<file path="src/rtl/keypad_controller.sv">
// Keypad scanner control FSM: scan, synch, debounce, recheck, one-shot send.
// Optional key-up debounce state compiled in with KEYPAD_RELEASE_DEBOUNCE_EN.
module keypad_controller #(
  parameter int SCAN_DIV       = 50000,
  parameter int RELEASE_CYCLES = 50000
) (
  input  logic       clk,
  input  logic       reset,
  input  logic       buttonpush,
  input  logic       synch_done,
  input  logic       debounce_done,
  input  logic       post_debounce,
  output logic       scan_counter_en,
  output logic       WE_synch,
  output logic       debounce_counter_en,
  output logic       check_again,
  output logic       WE_send,
  output logic [2:0] state
);

  localparam int SW = (SCAN_DIV > 1) ? $clog2(SCAN_DIV) : 1;
  localparam logic [SW-1:0] SCAN_MAX = SW'(SCAN_DIV - 1);

  typedef enum logic [2:0] {
    S_SCAN     = 3'd0,
    S_SYNCH    = 3'd1,
    S_DEBOUNCE = 3'd2,
    S_CHECK    = 3'd3,
    S_SEND     = 3'd4,
    S_HOLD     = 3'd5,
    S_RELEASE  = 3'd6
  } state_t;

  state_t        state_q, state_d;
  logic [SW-1:0] presc_q, presc_d;

`ifdef KEYPAD_RELEASE_DEBOUNCE_EN
  localparam int RW = (RELEASE_CYCLES > 1) ? $clog2(RELEASE_CYCLES) : 1;
  localparam logic [RW-1:0] REL_MAX = RW'(RELEASE_CYCLES - 1);

  logic [RW-1:0] rel_q, rel_d;
`endif

  always_comb begin
    state_d = state_q;
    presc_d = '0;
`ifdef KEYPAD_RELEASE_DEBOUNCE_EN
    rel_d   = '0;
`endif
    case (state_q)
      S_SCAN: begin
        if (buttonpush) begin
          state_d = S_SYNCH;
        end else if (presc_q == SCAN_MAX) begin
          presc_d = '0;
        end else begin
          presc_d = presc_q + SW'(1);
        end
      end
      S_SYNCH: begin
        if (synch_done) begin
          state_d = S_DEBOUNCE;
        end else if (!buttonpush) begin
          state_d = S_SCAN;
        end
      end
      S_DEBOUNCE: begin
        if (debounce_done) begin
          state_d = S_CHECK;
        end
      end
      S_CHECK: begin
        state_d = post_debounce ? S_SEND : S_SCAN;
      end
      S_SEND: begin
        state_d = S_HOLD;
      end
      S_HOLD: begin
        if (!buttonpush) begin
`ifdef KEYPAD_RELEASE_DEBOUNCE_EN
          state_d = S_RELEASE;
`else
          state_d = S_SCAN;
`endif
        end
      end
`ifdef KEYPAD_RELEASE_DEBOUNCE_EN
      // Any bounce back to pressed restarts the release window.
      S_RELEASE: begin
        if (buttonpush) begin
          state_d = S_HOLD;
        end else if (rel_q == REL_MAX) begin
          state_d = S_SCAN;
        end else begin
          rel_d = rel_q + RW'(1);
        end
      end
`endif
      default: begin
        state_d = S_SCAN;
      end
    endcase
  end

  always_ff @(posedge clk) begin
    if (reset) begin
      state_q <= S_SCAN;
      presc_q <= '0;
`ifdef KEYPAD_RELEASE_DEBOUNCE_EN
      rel_q   <= '0;
`endif
    end else begin
      state_q <= state_d;
      presc_q <= presc_d;
`ifdef KEYPAD_RELEASE_DEBOUNCE_EN
      rel_q   <= rel_d;
`endif
    end
  end

  // Strobe is withheld while a key is down so the column stays on it.
  assign scan_counter_en     = (state_q == S_SCAN) &&
                               (presc_q == SCAN_MAX) &&
                               !buttonpush;
  assign WE_synch            = (state_q == S_SYNCH);
  assign debounce_counter_en = (state_q == S_DEBOUNCE);
  assign check_again         = (state_q == S_CHECK);
  assign WE_send             = (state_q == S_SEND);
  assign state               = state_q;

endmodule

</file>
<file path="config.mk">
export PLATFORM = sky130hd
export DESIGN_NAME = keypad_controller
export DESIGN_NICKNAME = d
export VERILOG_FILES = /design/src/rtl/keypad_controller.sv
export SDC_FILE = /design/constraint.sdc
export NUM_CORES = 1
export LEC_CHECK = 0
export CAP_MARGIN = 30
export CORE_MARGIN = 4
export CORE_UTILIZATION = 55
export CTS_BUF_LIST = sky130_fd_sc_hd__clkbuf_4
export DETAILED_ROUTE_END_ITERATION = 8
export PLACE_DENSITY = 0.89
export SLEW_MARGIN = 20
export SYNTH_ARGS = -nofsm -noshare
export SYNTH_HDL_FRONTEND = slang
export SYNTH_SLANG_ARGS = --single-unit
</file>
<file path="constraint.sdc">
create_clock -name clk -period 2.5 [get_ports clk]
set_input_delay 0.5 -clock clk [delete_from_list [all_inputs] [get_ports clk]]
set_output_delay 0.5 -clock clk [all_outputs]
set_load 0.02 [all_outputs]
</file>
Word-level counts from Yosys, hierarchy flattened
Index checks and enable logic that the tools add are counted.

Logic and storage cells: 24. Output and inout bits: 8. Input bits: 6. Flip-flop bits (word level): 19.

Reduce and logical (&&, ||, !) cells: 6. Equal/unequal tests: 8. Multiplexer cells: 6. Bitwise operators: 1. $add $sub $neg: 1.

Operators by type and width (count): $pmux 3 s6 (1); $add 16x1->16 const B (1); $eq 16x16->1 const B (1); $mux 3 (5); $eq 3x2->1 const B (2); $eq 3x3->1 const B (2); $ne 2x2->1 const B (2); $reduce_or 4->1 (1); $eq 3x1->1 const B (1); $logic_not 3->1 (1); $logic_and 1x1->1 (2); $reduce_and 2->1 (1); $logic_not 1->1 (1); $not 1->1 (1).

Logic depth before layout (Yosys ltp)
Gate-level depths: netlist of the first run.

Word-level depth: 3. Gate-level depth with buffers: 7. Mapped depth without buffers: 5.

Least setup slack after synthesis of the first run
OpenSTA, ideal clock, no wires.

Path kind: register -> output. Start: register presc_q[5]. End: output port scan_counter_en. Path slack: 0.535 ns. Arrival time: 1.465 ns. Cell stages (with the launch flop): 4. Required time: 2.000 ns. Path buffers: 0. Cell sequence: dfxtp_1 -> or4bb_1 -> nor4_1 -> nor2b_1.

Word-level cells in the longest chain between the ends: 3.

RTL lines: from (decl) (RTL line 35) `logic [SW-1:0] presc_q, presc_d;`; from (signal assigned) (RTL line 114) `presc_q <= presc_d;`; $eq 16x16->1 (RTL line 123) `(presc_q == SCAN_MAX) &&`; $logic_and 1x1->1 (RTL line 122) `assign scan_counter_en = (state_q == S_SCAN) &&`; $logic_and 1x1->1 (RTL line 123); to (decl) (RTL line 13) `output logic scan_counter_en,`.

Every way passes these cells.

Worst setup path after layout of the first run
Start: register presc_q[15]. End: output port scan_counter_en.

The elaborated chain is that of the path after synthesis.

==> results of run 1 <==
## final cells by class
| class | count | area (µm²) | share of cell area, % |
|---|---|---|---|
| sequential | 19 | 380 | 35.8 |
| timing repair buffer | 17 | 155 | 14.6 |
| multi-input combinational | 76 | 458 | 43.1 |
| tap | 16 | 20.0 | 1.88 |
| clock buffer | 4 | 30.0 | 2.83 |
| inverter | 5 | 18.8 | 1.77 |
## sequential cells by signal, indices dropped and copies added (netlist names)
| name | cells |
|---|---|
| state | 3 |
| presc_q | 16 |
## metrics by stage
step           power [mW]  hold WS (ns)  worst slack [ns]  utilization, %
2_1_floorplan       0.348         0.430             0.535               -
3_3_place_gp        0.368         0.443             0.113            68.4
3_5_place_dp        0.370         0.468            0.0670            68.4
4_1_cts             0.530         0.490            0.0379            70.8
5_1_grt             0.553         0.531            0.0854            70.5
6_report            0.524         0.483             0.210            70.5
## worst max-delay path, cell delays in order (launching register included)
cell and delay, ns:
dfxtp_1 0.36, or4bb_1 0.52, nor4_2 0.29, nor2b_1 0.15, clkbuf_2 0.17
## power by group
part,total [mW],internal (mW),leakage [nW],switching [mW]
logic,0.0511,0.0244,0.159,0.0267
clock network,0.161,0.0731,0.0184,0.0878
registers,0.312,0.307,0.154,0.00537
total,0.524,0.404,0.331,0.120
## layer usage
metal | track usage, % | vias to the layer above | wire length [µm]
met5 | 0 | - | 0
met4 | 9.68 | 0 | 34
met3 | 5.64 | 3 | 103
met2 | 31.9 | 25 | 949
met1 | 21.1 | 360 | 736
li1 | - | 386 | -
## cell usage in the layout, fill, tap and decap left out
cell type / instances
nor2_1: 23
dfxtp_1: 19
xnor2_1: 13
clkdlybuf4s50_1: 12
nor4_1: 6
inv_1: 5
nand2_1: 5
nand3_1: 5
nor3_1: 4
clkbuf_4: 4
buf_4: 4
nand4_1: 3
nor3b_1: 2
nand2b_1: 2
and2_1: 1
or4bb_1: 1
or4_1: 1
nand4b_1: 1
nor4_2: 1
nor2b_1: 1
or3_1: 1
a32oi_1: 1
xor2_1: 1
a21oi_1: 1
o2bb2ai_1: 1
a22oi_1: 1
ha_1: 1
clkbuf_2: 1
## worst paths after layout
path / end / cells past startpoint
max: scan_counter_en / 4
min: presc_q[0] / 1
max reg2reg: presc_q[12] / 4
min reg2reg: presc_q[0] / 1
## logic make-up after synthesis
group,synth area share (%)
DFF,43.7
adders and majority gates,1.44
and+or+nand+nor,33.0
AOI/OAI and AO/OA,3.45
buffers and inverters,4.32
xor gates and xnor gates,14.1
==> results.cfg, run 1 <==
[run_status]
run_status = finished clean

[placement]
place.port_buffers = 13
detailedPlacementHpwl_mm = 1.32
detailed_place.area_mm2 = 0.00103
finalWeightedCongestion = 0.960
number_of_instances_in_the_placed_design = 133

[job]
drv_cap = 0

[global_routing]
grt_usage_pct = 18.8
first_global_vias = 666
grt_antenna_before_repair = 0
grt_remaining_overflow = 0
grt_max_degree = 17
grt_pass1_wl_mm = 2.90

[synth]
synth.yosys.warnings = 0
yosysMostFrequentCell = nor2_1
yosysSeqAreaShare_pct = 43.7
number_of_flops_mapped_to_enable_cells_by_yosys = 0
avgSynthCellArea_um2 = 8.53
synth_top_area_share_pct = 43.7
post_synth_num_cell_types = 25
leading_area_contributor_after_synthesis = dfxtp_1
postSynthNetCount = 109
post_synth_most_frequent_cells = 23 x nor2_1, 19 x dfxtp_1, 13 x xnor2_1, 7 x nor4_1
post_synth_top_flop = dfxtp_1
asyncSetResetFlopFracSynth_pct = 0
synth_top_cells_by_area = dfxtp_1 44%, xnor2_1 13%, nor2_1 9.9%, nor4_1 5.0%, nand3_1 2.9%
postSynthRegisterBits = 19
post_synth_inst_count = 102
syn_area_um2 = 870

[finish]
finish.cell_count_without_fillers = 137
final_cell_area_mm2 = 0.00106
final_net_count = 129
final_layout_size_suffix_gt1_share_pct = 8.26
antenna-diode-count = 0
area_growth_syn_to_layout_pct = 22.2
n_fill_cell = 123

[sta]
final.setup.tns_ns = 0
maxSlewViolCount = 0
period_minus_slack_ns = 2.29
rsz0062_at_grt = no
transition_time_at_the_pin_with_the_least_slew_margin_ns = 0.538
fin_skew_ns = 0.00355
max_clock_freq_mhz = 437
setup_viol = 0
finalHoldViolations = 0
timing.slew.headroom_pct = 64.1
ratio_of_final_minimum_period_to_clock_period_pct = 91.6

[die]
initial_core_util_pct = 57.7
row_count = 14
die_w_um = 47.8
height_of_the_die_um = 47.8
fp.coreArea_mm2 = 0.00151
die_area_mm2 = 0.00228
top_level_ports = 14

[power]
power.density_mw_per_mm2 = 494
leakage_nw = 0.331
peakVddDrop_mv = 0.434

[clock_network]
cts.clk_slew.worst_paths_ns = 0.10
cts_made_buffers = 3
clockBufferDepth = 2
tritoncts = yes
ctsResizeCount = 2
clock_latency_ns = 0.30
cts_sinks = 19
cts.htree.levels = 1
post_cts_hold_buffer_count = 0
postCtsSetupRepairBufs = 0
cts-root-buf = clkbuf_4

[worst_setup_path]
regToRegStartpoint = presc_q[15]
arrival_ns = 1.79
cp-end-kind = primary output
critPathLaunch = presc_q[15]
worstSetupStartpointType = flip-flop
cp_data_required_time_ns = 2.00
critPathMaxFanout = 2
worst-setup-path-type = flip-flop to primary output
regToRegSetupSlack_ns = 0.60

[drt]
route.final.wire_length_mm = 1.82
detail_route.vias_per_cell = 5.65
detailedRoute.firstIterationViolations = 39
firstDrtPassIters = 4
detail-route-antenna-nets = 0
detailroute.via_count = 774
detail_route.drc_violations = 0
avgRoutedWirePerCell_um = 13.3

[min_path]
hold_start = presc_q[0]
hold_path.class = flip-flop to flip-flop
Note: power is estimated with default switching activity, not from simulation.
==> run 2, diff against run 1 <==
--- a/config.mk
+++ b/config.mk
@@ -5,12 +5,14 @@
 export SDC_FILE = /design/constraint.sdc
 export NUM_CORES = 1
 export LEC_CHECK = 0
+export ABC_AREA = 1
 export CAP_MARGIN = 30
 export CORE_MARGIN = 4
 export CORE_UTILIZATION = 55
 export CTS_BUF_LIST = sky130_fd_sc_hd__clkbuf_4
+export CTS_CLUSTER_DIAMETER = 40
 export DETAILED_ROUTE_END_ITERATION = 8
-export PLACE_DENSITY = 0.89
+export PLACE_DENSITY = 0.87
 export SLEW_MARGIN = 20
 export SYNTH_ARGS = -nofsm -noshare
 export SYNTH_HDL_FRONTEND = slang
==> run 2 against run 1 <==
Net effect:
- critical path type unchanged
- highest routed layer unchanged
- final cell count rose by 35%
- power rose by 6.6%
- sequential share of layout area fell by 4.5 points
- sequential cell count did not move
==> results.cfg, run 2 <==
[power]
power.density_mw_per_mm2 = 461
peakVddDrop_mv = 0.366
leakage_nw = 0.421

[drt]
detail_route.drc_violations = 0
route.final.wire_length_mm = 2.18
detail_route.vias_per_cell = 5.17
detailedRoute.firstIterationViolations = 36
avgRoutedWirePerCell_um = 11.8
detail-route-antenna-nets = 0
firstDrtPassIters = 5
detailroute.via_count = 956

[clock_network]
cts.clk_slew.worst_paths_ns = 0.10
cts-root-buf = clkbuf_4
ctsResizeCount = 1
postCtsSetupRepairBufs = 0
clock_latency_ns = 0.30
tritoncts = yes
cts_sinks = 19
clockBufferDepth = 2
cts.htree.levels = 1
post_cts_hold_buffer_count = 0
cts_made_buffers = 3

[finish]
post-route-util_pct = 68.8
most_common_cell_after_layout_fill_and_taps_aside = nand2_1
final_layout_size_suffix_gt1_share_pct = 18.1
antenna-diode-count = 0
final_cell_mix = 32 x nand2_1, 19 x dfxtp_1, 17 x nor2_1
final_cell_area_mm2 = 0.00121
largest_register = presc_q
final_net_count = 168
max_ffs_per_register = 16
area_growth_syn_to_layout_pct = 17.1

[sta]
timing.slew.headroom_pct = 79.1
period_minus_slack_ns = 2.28
transition_time_at_the_pin_with_the_least_slew_margin_ns = 0.310
ratio_of_final_minimum_period_to_clock_period_pct = 91.2
post-route-worst-setup-slack_ns = 0.220
finalHoldViolations = 0
rsz0062_at_grt = no
final.setup.tns_ns = 0
maxSlewViolCount = 0
setup_viol = 0
max_clock_freq_mhz = 439
fin_skew_ns = 0.00486

[worst_setup_path]
worstRegToRegCells = 6
critical_path.n_buffers_inverters = 2
cp-end-kind = primary output
crit_family = buffers and inverters
worst_path_largest_cell_delay_ns = 0.67
timing.critical_path.slowest_stage_cell = clkdlybuf4s50_1
critPathMaxFanout = 6
cp_data_required_time_ns = 2.00
worst-setup-path-type = flip-flop to primary output
critical_path_cell_sequence = inv_1 -> nor3_1 -> clkdlybuf4s50_1
arrival_ns = 1.78
worstSetupStartpointType = flip-flop
path_depth = 3

[placement]
finalWeightedCongestion = 0.863
detailed_place.area_mm2 = 0.00118
place_ws_ns = 0.119
detailedPlacementHpwl_mm = 1.75
place.port_buffers = 13

[global_routing]
grt_pass1_wl_mm = 3.83
grt_max_degree = 17
grt_usage_pct = 19.5
grt_antenna_before_repair = 0
grt_remaining_overflow = 0
first_global_vias = 905

[synth]
post_synth_inst_count = 143
post_synth_mux_area_share_pct = 0
syn_area_mm2 = 0.00104
main_combinational_cell_family_by_area_after_synthesis = simple AND/OR/NAND/NOR gates
post_synth_top_flop = dfxtp_1
postSynthNetCount = 150
number_of_flops_mapped_to_enable_cells_by_yosys = 0
yosysMostFrequentCell = nand2_1
synth_top_cells_by_area = dfxtp_1 37%, nand2_1 12%, nor2_2 7.2%, nor2_1 6.2%, inv_1 5.8%
asyncSetResetFlopFracSynth_pct = 0
avgSynthCellArea_um2 = 7.24
yosys.area_share.adder_pct = 1.21
post_synth_num_cell_types = 21
synth_top_area_share_pct = 36.7
leading_area_contributor_after_synthesis = dfxtp_1
synth.yosys.warnings = 0
yosysSeqAreaShare_pct = 36.7
postSynthRegisterBits = 19
synth-compound-area-share_pct = 5.68
post_synthesis_xor_xnor_area_fraction_pct = 5.92
synth_area_in_simple_gates_pct = 42.8
post_synth_most_frequent_cells = 32 x nand2_1, 19 x dfxtp_1, 17 x nor2_1, 16 x inv_1, 12 x nor2_2

[die]
row_count = 15
fp.coreArea_mm2 = 0.00176
die_w_um = 51.4
die_area_mm2 = 0.00264
initial_core_util_pct = 58.7
top_level_ports = 14
height_of_the_die_um = 51.4

[min_path]
hold_path.class = flip-flop to flip-flop
min_path_cells = 1

[job]
drv_cap = 0

[run_status]
run_status = finished clean
==> run 2: cell count changes in the layout (fill, tap and decap cells not counted), moves of 3 or more <==
cell / delta
a21oi_1: +5
xnor2_1: -11
nand3_1: +4
xor2_1: +4
buf_4: -3
nor2_1: -6
inv_1: +11
nand2_1: +27
nor4_1: -6
nor2_2: +12
nand2_2: +4
nand3_2: +3
==> run 2: logic make-up after synthesis <==
kind of cell | after synthesis
AOI/OAI and AO/OA | 10
xor gates and xnor gates | 7
adders and majority gates | 1
buffers and inverters | 17
DFF | 19
and+or+nand+nor | 89
==> run 2: area by class of cell <==
class / instances / area (µm²)
fill: 148 / 551
timing repair buffer: 14 / 136
sequential: 19 / 380
tap: 25 / 31.3
multi-input combinational: 107 / 576
inverter: 16 / 60.1
clock buffer: 4 / 30.0
==> run 2: worst paths after layout <==
check / from / end / slack, ns
hold / removal: presc_q[0] / presc_q[0] / 0.48
setup reg to reg: presc_q[0] / presc_q[13] / 1.01
hold reg to reg: presc_q[0] / presc_q[0] / 0.48
setup / recovery: state[1] / debounce_counter_en / 0.22
==> run 2: stage by stage <==
stage          hold WS [ns]  std cells  power [mW]
6_report              0.479        185       0.559
5_1_grt               0.512        185       0.585
4_1_cts               0.484        185       0.562
3_5_place_dp          0.458        181       0.403
3_3_place_gp          0.449        181       0.400
2_1_floorplan         0.438        143       0.371
==> run 2: per-layer routing <==
layer	track usage (%)	vias to the layer above	part of all wire [%]
met2	31.8	27	50
met3	3.50	4	5.1
met5	0	-	0
met1	24.0	442	43
met4	10.5	0	1.6
li1	-	483	-
==> run 2: power breakdown <==
group	internal (mW)	switching (mW)	total, mW	leakage, nW
Clock	0.0731	0.0901	0.163	0.0184
Combinational	0.0342	0.0454	0.0796	0.249
Sequential	0.309	0.00770	0.316	0.154
Total	0.416	0.143	0.559	0.421
